**src/rtl/puf_host_link_if.sv**
```systemverilog
// Host-side handshake bundle for the PUF challenge/response link.
// The master issues challenges; the slave (puf_host_link) reports the response.
interface puf_host_link_if;
   logic         start;
   logic [15:0]  challenge;
   logic         busy;
   logic [127:0] response;
   logic         resp_valid;
   logic         err;
   logic [1:0]   err_code;

   modport master (
      output start, challenge,
      input  busy, response, resp_valid, err, err_code
   );

   modport slave (
      input  start, challenge,
      output busy, response, resp_valid, err, err_code
   );
endinterface

```
**src/rtl/puf_host_link.sv**
```systemverilog
// Host end of the PUF UART link: sends a 16-bit challenge (8N1, LSB first)
// and collects the 16-byte response, with timeout and framing-error detection.
module puf_host_link #(
   parameter int CLKS_PER_BIT = 868,
   parameter int TIMEOUT_CLKS = 2_000_000
) (
   input  logic            clk,
   input  logic            rst_n,
   puf_host_link_if.slave  host,
   output logic            tx_out,
   input  logic            rx
);

   localparam int CNT_W = $clog2(CLKS_PER_BIT);
   localparam int TO_W  = $clog2(TIMEOUT_CLKS + 1);
   localparam logic [CNT_W-1:0] BIT_LAST  = CNT_W'(CLKS_PER_BIT - 1);
   localparam logic [CNT_W-1:0] HALF_LAST = CNT_W'(CLKS_PER_BIT / 2 - 1);
   localparam logic [TO_W-1:0]  TO_MAX    = TO_W'(TIMEOUT_CLKS);

   typedef enum logic [2:0] {S_IDLE, S_TX, S_WAIT, S_RXB, S_DONE, S_ERR} state_t;

   state_t           state_reg;
   logic [CNT_W-1:0] clk_cnt_reg;
   logic [4:0]       bit_cnt_reg;
   logic [TO_W-1:0]  to_cnt_reg;
   logic [3:0]       byte_cnt_reg;
   logic [18:0]      tx_frame_reg;
   logic [7:0]       rx_byte_reg;
   logic [119:0]     resp_buf_reg;
   logic [127:0]     response_reg;
   logic             resp_valid_reg;
   logic             err_reg;
   logic [1:0]       err_code_reg;
   logic             busy_reg;
   logic             tx_out_reg;
   logic             rx_meta_reg;
   logic             rx_sync_reg;
   logic             rx_prev_reg;

   logic             rx_fall;
   logic [TO_W-1:0]  to_cnt_next;

   assign rx_fall     = rx_prev_reg & ~rx_sync_reg;
   assign to_cnt_next = (to_cnt_reg == TO_MAX) ? TO_MAX : to_cnt_reg + TO_W'(1);

   assign tx_out          = tx_out_reg;
   assign host.busy       = busy_reg;
   assign host.response   = response_reg;
   assign host.resp_valid = resp_valid_reg;
   assign host.err        = err_reg;
   assign host.err_code   = err_code_reg;

   always_ff @(posedge clk or negedge rst_n) begin
      if (!rst_n) begin
         state_reg      <= S_IDLE;
         clk_cnt_reg    <= '0;
         bit_cnt_reg    <= '0;
         to_cnt_reg     <= '0;
         byte_cnt_reg   <= '0;
         tx_frame_reg   <= '1;
         rx_byte_reg    <= '0;
         resp_buf_reg   <= '0;
         response_reg   <= '0;
         resp_valid_reg <= 1'b0;
         err_reg        <= 1'b0;
         err_code_reg   <= 2'b00;
         busy_reg       <= 1'b0;
         tx_out_reg     <= 1'b1;
         rx_meta_reg    <= 1'b1;
         rx_sync_reg    <= 1'b1;
         rx_prev_reg    <= 1'b1;
      end else begin
         rx_meta_reg    <= rx;
         rx_sync_reg    <= rx_meta_reg;
         rx_prev_reg    <= rx_sync_reg;
         resp_valid_reg <= 1'b0;
         err_reg        <= 1'b0;

         case (state_reg)
            // DONE/ERR are the pulse cycles; a new start is already accepted there
            S_IDLE, S_DONE, S_ERR: begin
               state_reg <= S_IDLE;
               if (host.start) begin
                  tx_frame_reg <= {1'b1, host.challenge[15:8], 1'b0, 1'b1, host.challenge[7:0]};
                  tx_out_reg   <= 1'b0;
                  busy_reg     <= 1'b1;
                  clk_cnt_reg  <= '0;
                  bit_cnt_reg  <= '0;
                  byte_cnt_reg <= '0;
                  state_reg    <= S_TX;
               end
            end

            S_TX: begin
               if (clk_cnt_reg == BIT_LAST) begin
                  clk_cnt_reg <= '0;
                  if (bit_cnt_reg == 5'd19) begin
                     to_cnt_reg <= '0;
                     state_reg  <= S_WAIT;
                  end else begin
                     bit_cnt_reg  <= bit_cnt_reg + 5'd1;
                     tx_out_reg   <= tx_frame_reg[0];
                     tx_frame_reg <= {1'b1, tx_frame_reg[18:1]};
                  end
               end else begin
                  clk_cnt_reg <= clk_cnt_reg + CNT_W'(1);
               end
            end

            S_WAIT: begin
               to_cnt_reg <= to_cnt_next;
               if (rx_fall) begin
                  clk_cnt_reg <= '0;
                  bit_cnt_reg <= '0;
                  state_reg   <= S_RXB;
               end else if (to_cnt_next == TO_MAX) begin
                  err_reg      <= 1'b1;
                  err_code_reg <= 2'b01;
                  busy_reg     <= 1'b0;
                  state_reg    <= S_ERR;
               end
            end

            S_RXB: begin
               to_cnt_reg <= to_cnt_next;
               if (bit_cnt_reg == 5'd0) begin
                  // Mid-start-bit recheck: a high line here means the edge was a glitch
                  if (clk_cnt_reg == HALF_LAST) begin
                     clk_cnt_reg <= '0;
                     if (rx_sync_reg)
                        state_reg <= S_WAIT;
                     else
                        bit_cnt_reg <= 5'd1;
                  end else begin
                     clk_cnt_reg <= clk_cnt_reg + CNT_W'(1);
                  end
               end else if (clk_cnt_reg == BIT_LAST) begin
                  clk_cnt_reg <= '0;
                  if (bit_cnt_reg < 5'd9) begin
                     rx_byte_reg <= {rx_sync_reg, rx_byte_reg[7:1]};
                     bit_cnt_reg <= bit_cnt_reg + 5'd1;
                  end else if (!rx_sync_reg) begin
                     err_reg      <= 1'b1;
                     err_code_reg <= 2'b10;
                     busy_reg     <= 1'b0;
                     state_reg    <= S_ERR;
                  end else if (byte_cnt_reg == 4'd15) begin
                     response_reg   <= {rx_byte_reg, resp_buf_reg};
                     resp_valid_reg <= 1'b1;
                     busy_reg       <= 1'b0;
                     state_reg      <= S_DONE;
                  end else begin
                     resp_buf_reg <= {rx_byte_reg, resp_buf_reg[119:8]};
                     byte_cnt_reg <= byte_cnt_reg + 4'd1;
                     to_cnt_reg   <= '0;
                     state_reg    <= S_WAIT;
                  end
               end else begin
                  clk_cnt_reg <= clk_cnt_reg + CNT_W'(1);
               end
            end

            default: state_reg <= S_IDLE;
         endcase
      end
   end

endmodule

```
**src/flat_wrapper.sv**
```systemverilog
// flat-port wrapper written by rule: the top's interface ports become plain ports
module puf_host_link_flat 
#(
   parameter int CLKS_PER_BIT = 868,
   parameter int TIMEOUT_CLKS = 2_000_000
)
  (clk, rst_n, tx_out, rx, host_start, host_challenge, host_busy, host_response, host_resp_valid, host_err, host_err_code);
  puf_host_link_if host_i ();
  input  logic clk;
  input  logic rst_n;
  output logic tx_out;
  input  logic rx;
  input wire logic [$bits(host_i.start)-1:0] host_start;
  input wire logic [$bits(host_i.challenge)-1:0] host_challenge;
  output wire logic [$bits(host_i.busy)-1:0] host_busy;
  output wire logic [$bits(host_i.response)-1:0] host_response;
  output wire logic [$bits(host_i.resp_valid)-1:0] host_resp_valid;
  output wire logic [$bits(host_i.err)-1:0] host_err;
  output wire logic [$bits(host_i.err_code)-1:0] host_err_code;
  assign host_i.start = host_start;
  assign host_i.challenge = host_challenge;
  assign host_busy = host_i.busy;
  assign host_response = host_i.response;
  assign host_resp_valid = host_i.resp_valid;
  assign host_err = host_i.err;
  assign host_err_code = host_i.err_code;
  puf_host_link #(.CLKS_PER_BIT(CLKS_PER_BIT), .TIMEOUT_CLKS(TIMEOUT_CLKS)) u_core (.clk(clk), .rst_n(rst_n), .host(host_i), .tx_out(tx_out), .rx(rx));
endmodule
```
**config.mk**
```make
export PLATFORM = sky130hd
export DESIGN_NAME = puf_host_link_flat
export DESIGN_NICKNAME = d
export VERILOG_FILES = /design/src/rtl/puf_host_link_if.sv /design/src/rtl/puf_host_link.sv /design/src/flat_wrapper.sv
export SDC_FILE = /design/constraint.sdc
export NUM_CORES = 1
export LEC_CHECK = 0
export CAP_MARGIN = 20
export CORE_MARGIN = 2
export CORE_UTILIZATION = 35
export CTS_BUF_LIST = sky130_fd_sc_hd__clkbuf_2
export CTS_CLUSTER_DIAMETER = 100
export DETAILED_ROUTE_END_ITERATION = 10
export PLACE_DENSITY = 0.57
export SYNTH_ARGS = -nofsm -noshare
export SYNTH_HDL_FRONTEND = slang
export SYNTH_SLANG_ARGS = --single-unit
```
**constraint.sdc**
```tcl
create_clock -name clk -period 4.1 [get_ports clk]
set_input_delay 0.82 -clock clk [delete_from_list [all_inputs] [get_ports clk]]
set_output_delay 0.82 -clock clk [all_outputs]
set_load 0.05 [all_outputs]
```
==> results_dict.tcl <==
set metrics [dict create \
    status "completed" \
    yosys.area.top_type_share_pct 55.8 \
    place_area_um2 15800 \
    critical_path_class "reg -> reg" \
    place_congestion 0.914 \
    yosysWarnings 0 \
    routed_via_density 4.89 \
    swShare_pct 26.3 \
    dp_slack_ns 0.985 \
    overflow 0 \
    synth_common_cells "dfrtp_1, mux2_2, nor2_1" \
    cts_tree "done" \
    tns_ns 0 \
    p_leak_nw 7.91 \
    setup_viol 0 \
    use_met3_pct 5.22 \
    htreeDepth 3 \
    grtUsageMet1_pct 19.9 \
    mappedNetlistArea_um2 13600 \
    fin_area_um2 16600 \
    initial_core_util_pct 35.3 \
    final_core_util_pct 43.2 \
    ys_ff_latch 326 \
    grt_pass1_vias 9192 \
    n_fill_cell 3760 \
    cts.sinks 326 \
    stdcell_count 1819 \
    cts_buffers 89 \
    synth_cell_types 62 \
    postSynthAreaPerCell_um2 13.3 \
    period_needed_ns 3.23 \
    drt-total-wl_mm 29.7 \
    synth_edf_count 0 \
    antenna_left 0 \
    max_cap_viol_count 0 \
    r2r-end "u_core.host.response[35]" \
    hp-class "in -> reg" \
    busiest_layer "met2" \
    drive_above_1_share_pct 32.2 \
    grt_pass1_wl_mm 49.3 \
    cp-end-kind "flip-flop" \
    antenna_found_initial 2 \
    synth_fa_ha_area_share_pct 0.643 \
    synth_simple_gate_area_share_pct 7.84 \
    netlist_top_cells_area "dfrtp_1, mux2_2, dfstp_2" \
    rsz0062_at_grt "no" \
    finClkSkew_ns 0.0823 \
    ys_seq_area_share_pct 60.1 \
    r2r-start "u_core.clk_cnt_reg[0]" \
    critPathLaunch "u_core.clk_cnt_reg[0]" \
    synth_cells 1025 \
    nets 1258 \
    tightest_slew_ns 0.788 \
    cts.clk_slew.worst_paths_ns 0.09 \
    synthesis.nets 1052 \
    largest_reg_flops 128 \
    grtUsageMet2_pct 22.7 \
    die_y_um 201 \
    dieArea_um2 40500 \
    grtUsageTotal_pct 15.0 \
    yosysTopAreaCell "dfrtp_1" \
    crit_path_end "u_core.host.response[35]" \
    r2r.worst_path.cells 7 \
    die_x_um 201 \
    core_region_area_um2 38600 \
    ios 154 \
    cts_root_buffer "clkbuf_2" \
    vias 8902 \
    finalHoldViolations 0 \
    row_count 72 \
    crit_required_ns 4.85 \
    yosysMostFrequentCell "dfrtp_1" \
    io_buffers 153 \
    slew_headroom_pct 47.5 \
    wire_per_inst_um 16.3 \
    ys.flop_type "dfrtp_1" \
    crit_fanout 96 \
    async_flop_share_pct 100 \
    clk_latency_ns 0.94 \
    cp.arrival_ns 3.98 \
    powerDensity_nw_per_um2 370 \
    dp_hpwl_mm 19.2 \
    power.net_switching_mw 1.62 \
    pwr-share-comb_pct 5.4 \
    fmax_ghz 0.310 \
    cts_buffer_depth 3 \
    r2r_slack_ns 0.87 \
    drt-pass1-iter-count 5 \
    setup_ws_ns 0.873 \
    drc 0 \
    area_delta_synth_final_pct 22.2 \
    clock_power_share_pct 39.6 \
    period_share_pct 78.7 \
    synthMuxAreaShare_pct 22.5 \
    synthXorXnorAreaFrac_pct 0.900 \
    synth_top_family_by_area "multiplexers" \
    synth-compound-area-share_pct 5.89 \
    grt_max_degree 99 \
    first_iter_violations 451 \
    start_kind "flip-flop" \
    slew_viol_final 0 \
    p_int_mw 4.54 \
    dpl.cell_count 1657 \
    irDropWorstVdd_mv 0.207 \
    pwr-share-seq_pct 55.0 \
]
-- repair_timing --
action	4_1_cts	5_1_grt
resized for setup	0	0
buffers inserted	0	0
endpoints found under the hold margin	84	0
hold buffers	1	0
-- power groups by stage --
stage | clock (mW) | combinational (mW) | sequential (mW)
5_1_grt | 2.76 | 0.388 | 3.41
6_report | 2.44 | 0.336 | 3.39
4_1_cts | 2.57 | 0.346 | 3.39
3_3_place_gp | 0 | 0.335 | 3.45
2_1_floorplan | 0 | 0.220 | 3.42
3_5_place_dp | 0 | 0.345 | 3.45
-- critical path, stage by stage (launching register included) --
cell and delay, ns:
dfrtp_1 0.45, ha_1 0.26, nand4bb_1 0.20, nor3b_2 0.53, nand2_1 0.29, nor3_2 0.34
buf_12 0.42, mux2_2 0.40
-- through the flow --
step	hold slack, ns	total power, mW
2_1_floorplan	0.345	3.64
4_1_cts	0.137	6.31
3_3_place_gp	0.345	3.78
6_report	0.309	6.16
5_1_grt	0.158	6.56
3_5_place_dp	0.350	3.80
-- cell families (layout without fill, tap and decap cells) --
family / Yosys count / count (layout)
xor+xnor: 14 / 14
buf+inv: 67 / 341
fa+ha+maj: 7 / 7
mux: 274 / 274
flops: 326 / 326
compound gates: 134 / 134
simple gates: 203 / 203
other cells: 0 / 2
-- cell type report --
| cell class | count | area, µm² | share of cell area, % |
|---|---|---|---|
| antenna | 2 | 5.00 | 0.0301 |
| tap | 518 | 648 | 3.89 |
| clock buffer | 133 | 666 | 4.00 |
| clock inverter | 26 | 203 | 1.22 |
| multi-input combinational | 632 | 5170 | 31.0 |
| inverter | 12 | 45.0 | 0.271 |
| sequential | 326 | 8190 | 49.2 |
| timing repair buffer | 170 | 1730 | 10.4 |
-- worst min-delay path by stage --
| stage | from | endpoint | cells after the start |
|---|---|---|---|
| 6_report | rx | u_core.rx_meta_reg | 1 |
| 5_1_grt | rx | u_core.rx_meta_reg | 1 |
| 4_1_cts | rx | u_core.rx_meta_reg | 1 |
| 3_5_place_dp | u_core.rx_meta_reg | u_core.rx_sync_reg | 0 |
| 3_3_place_gp | u_core.rx_meta_reg | u_core.rx_sync_reg | 0 |
| 2_1_floorplan | u_core.rx_meta_reg | u_core.rx_sync_reg | 0 |
-- cell usage in the layout, fill, tap and decap left out, types with 9 or more instances in the layout --
cell type          n
o21ai_1           13
nand2b_1          10
nor2_1            48
mux2_1            27
nor4_1             9
a21oi_1           35
nand2_1           49
buf_4             11
nand4_1           10
clkdlybuf4s50_1  152
mux2_2           228
o21ai_0           37
clkinv_1          21
inv_1             12
mux2i_1           19
dfrtp_1          304
nand3_1           21
o31ai_1           13
nor2b_1            9
dfstp_2           22
clkbuf_2         133
-- routing by layer --
| layer | vias to the layer above | wire, µm |
|---|---|---|
| met5 | - | 0 |
| met4 | 0 | 503 |
| li1 | 4164 | - |
| met1 | 4468 | 13600 |
| met3 | 44 | 1950 |
| met2 | 226 | 13700 |
(Power assumes the default switching activity.)
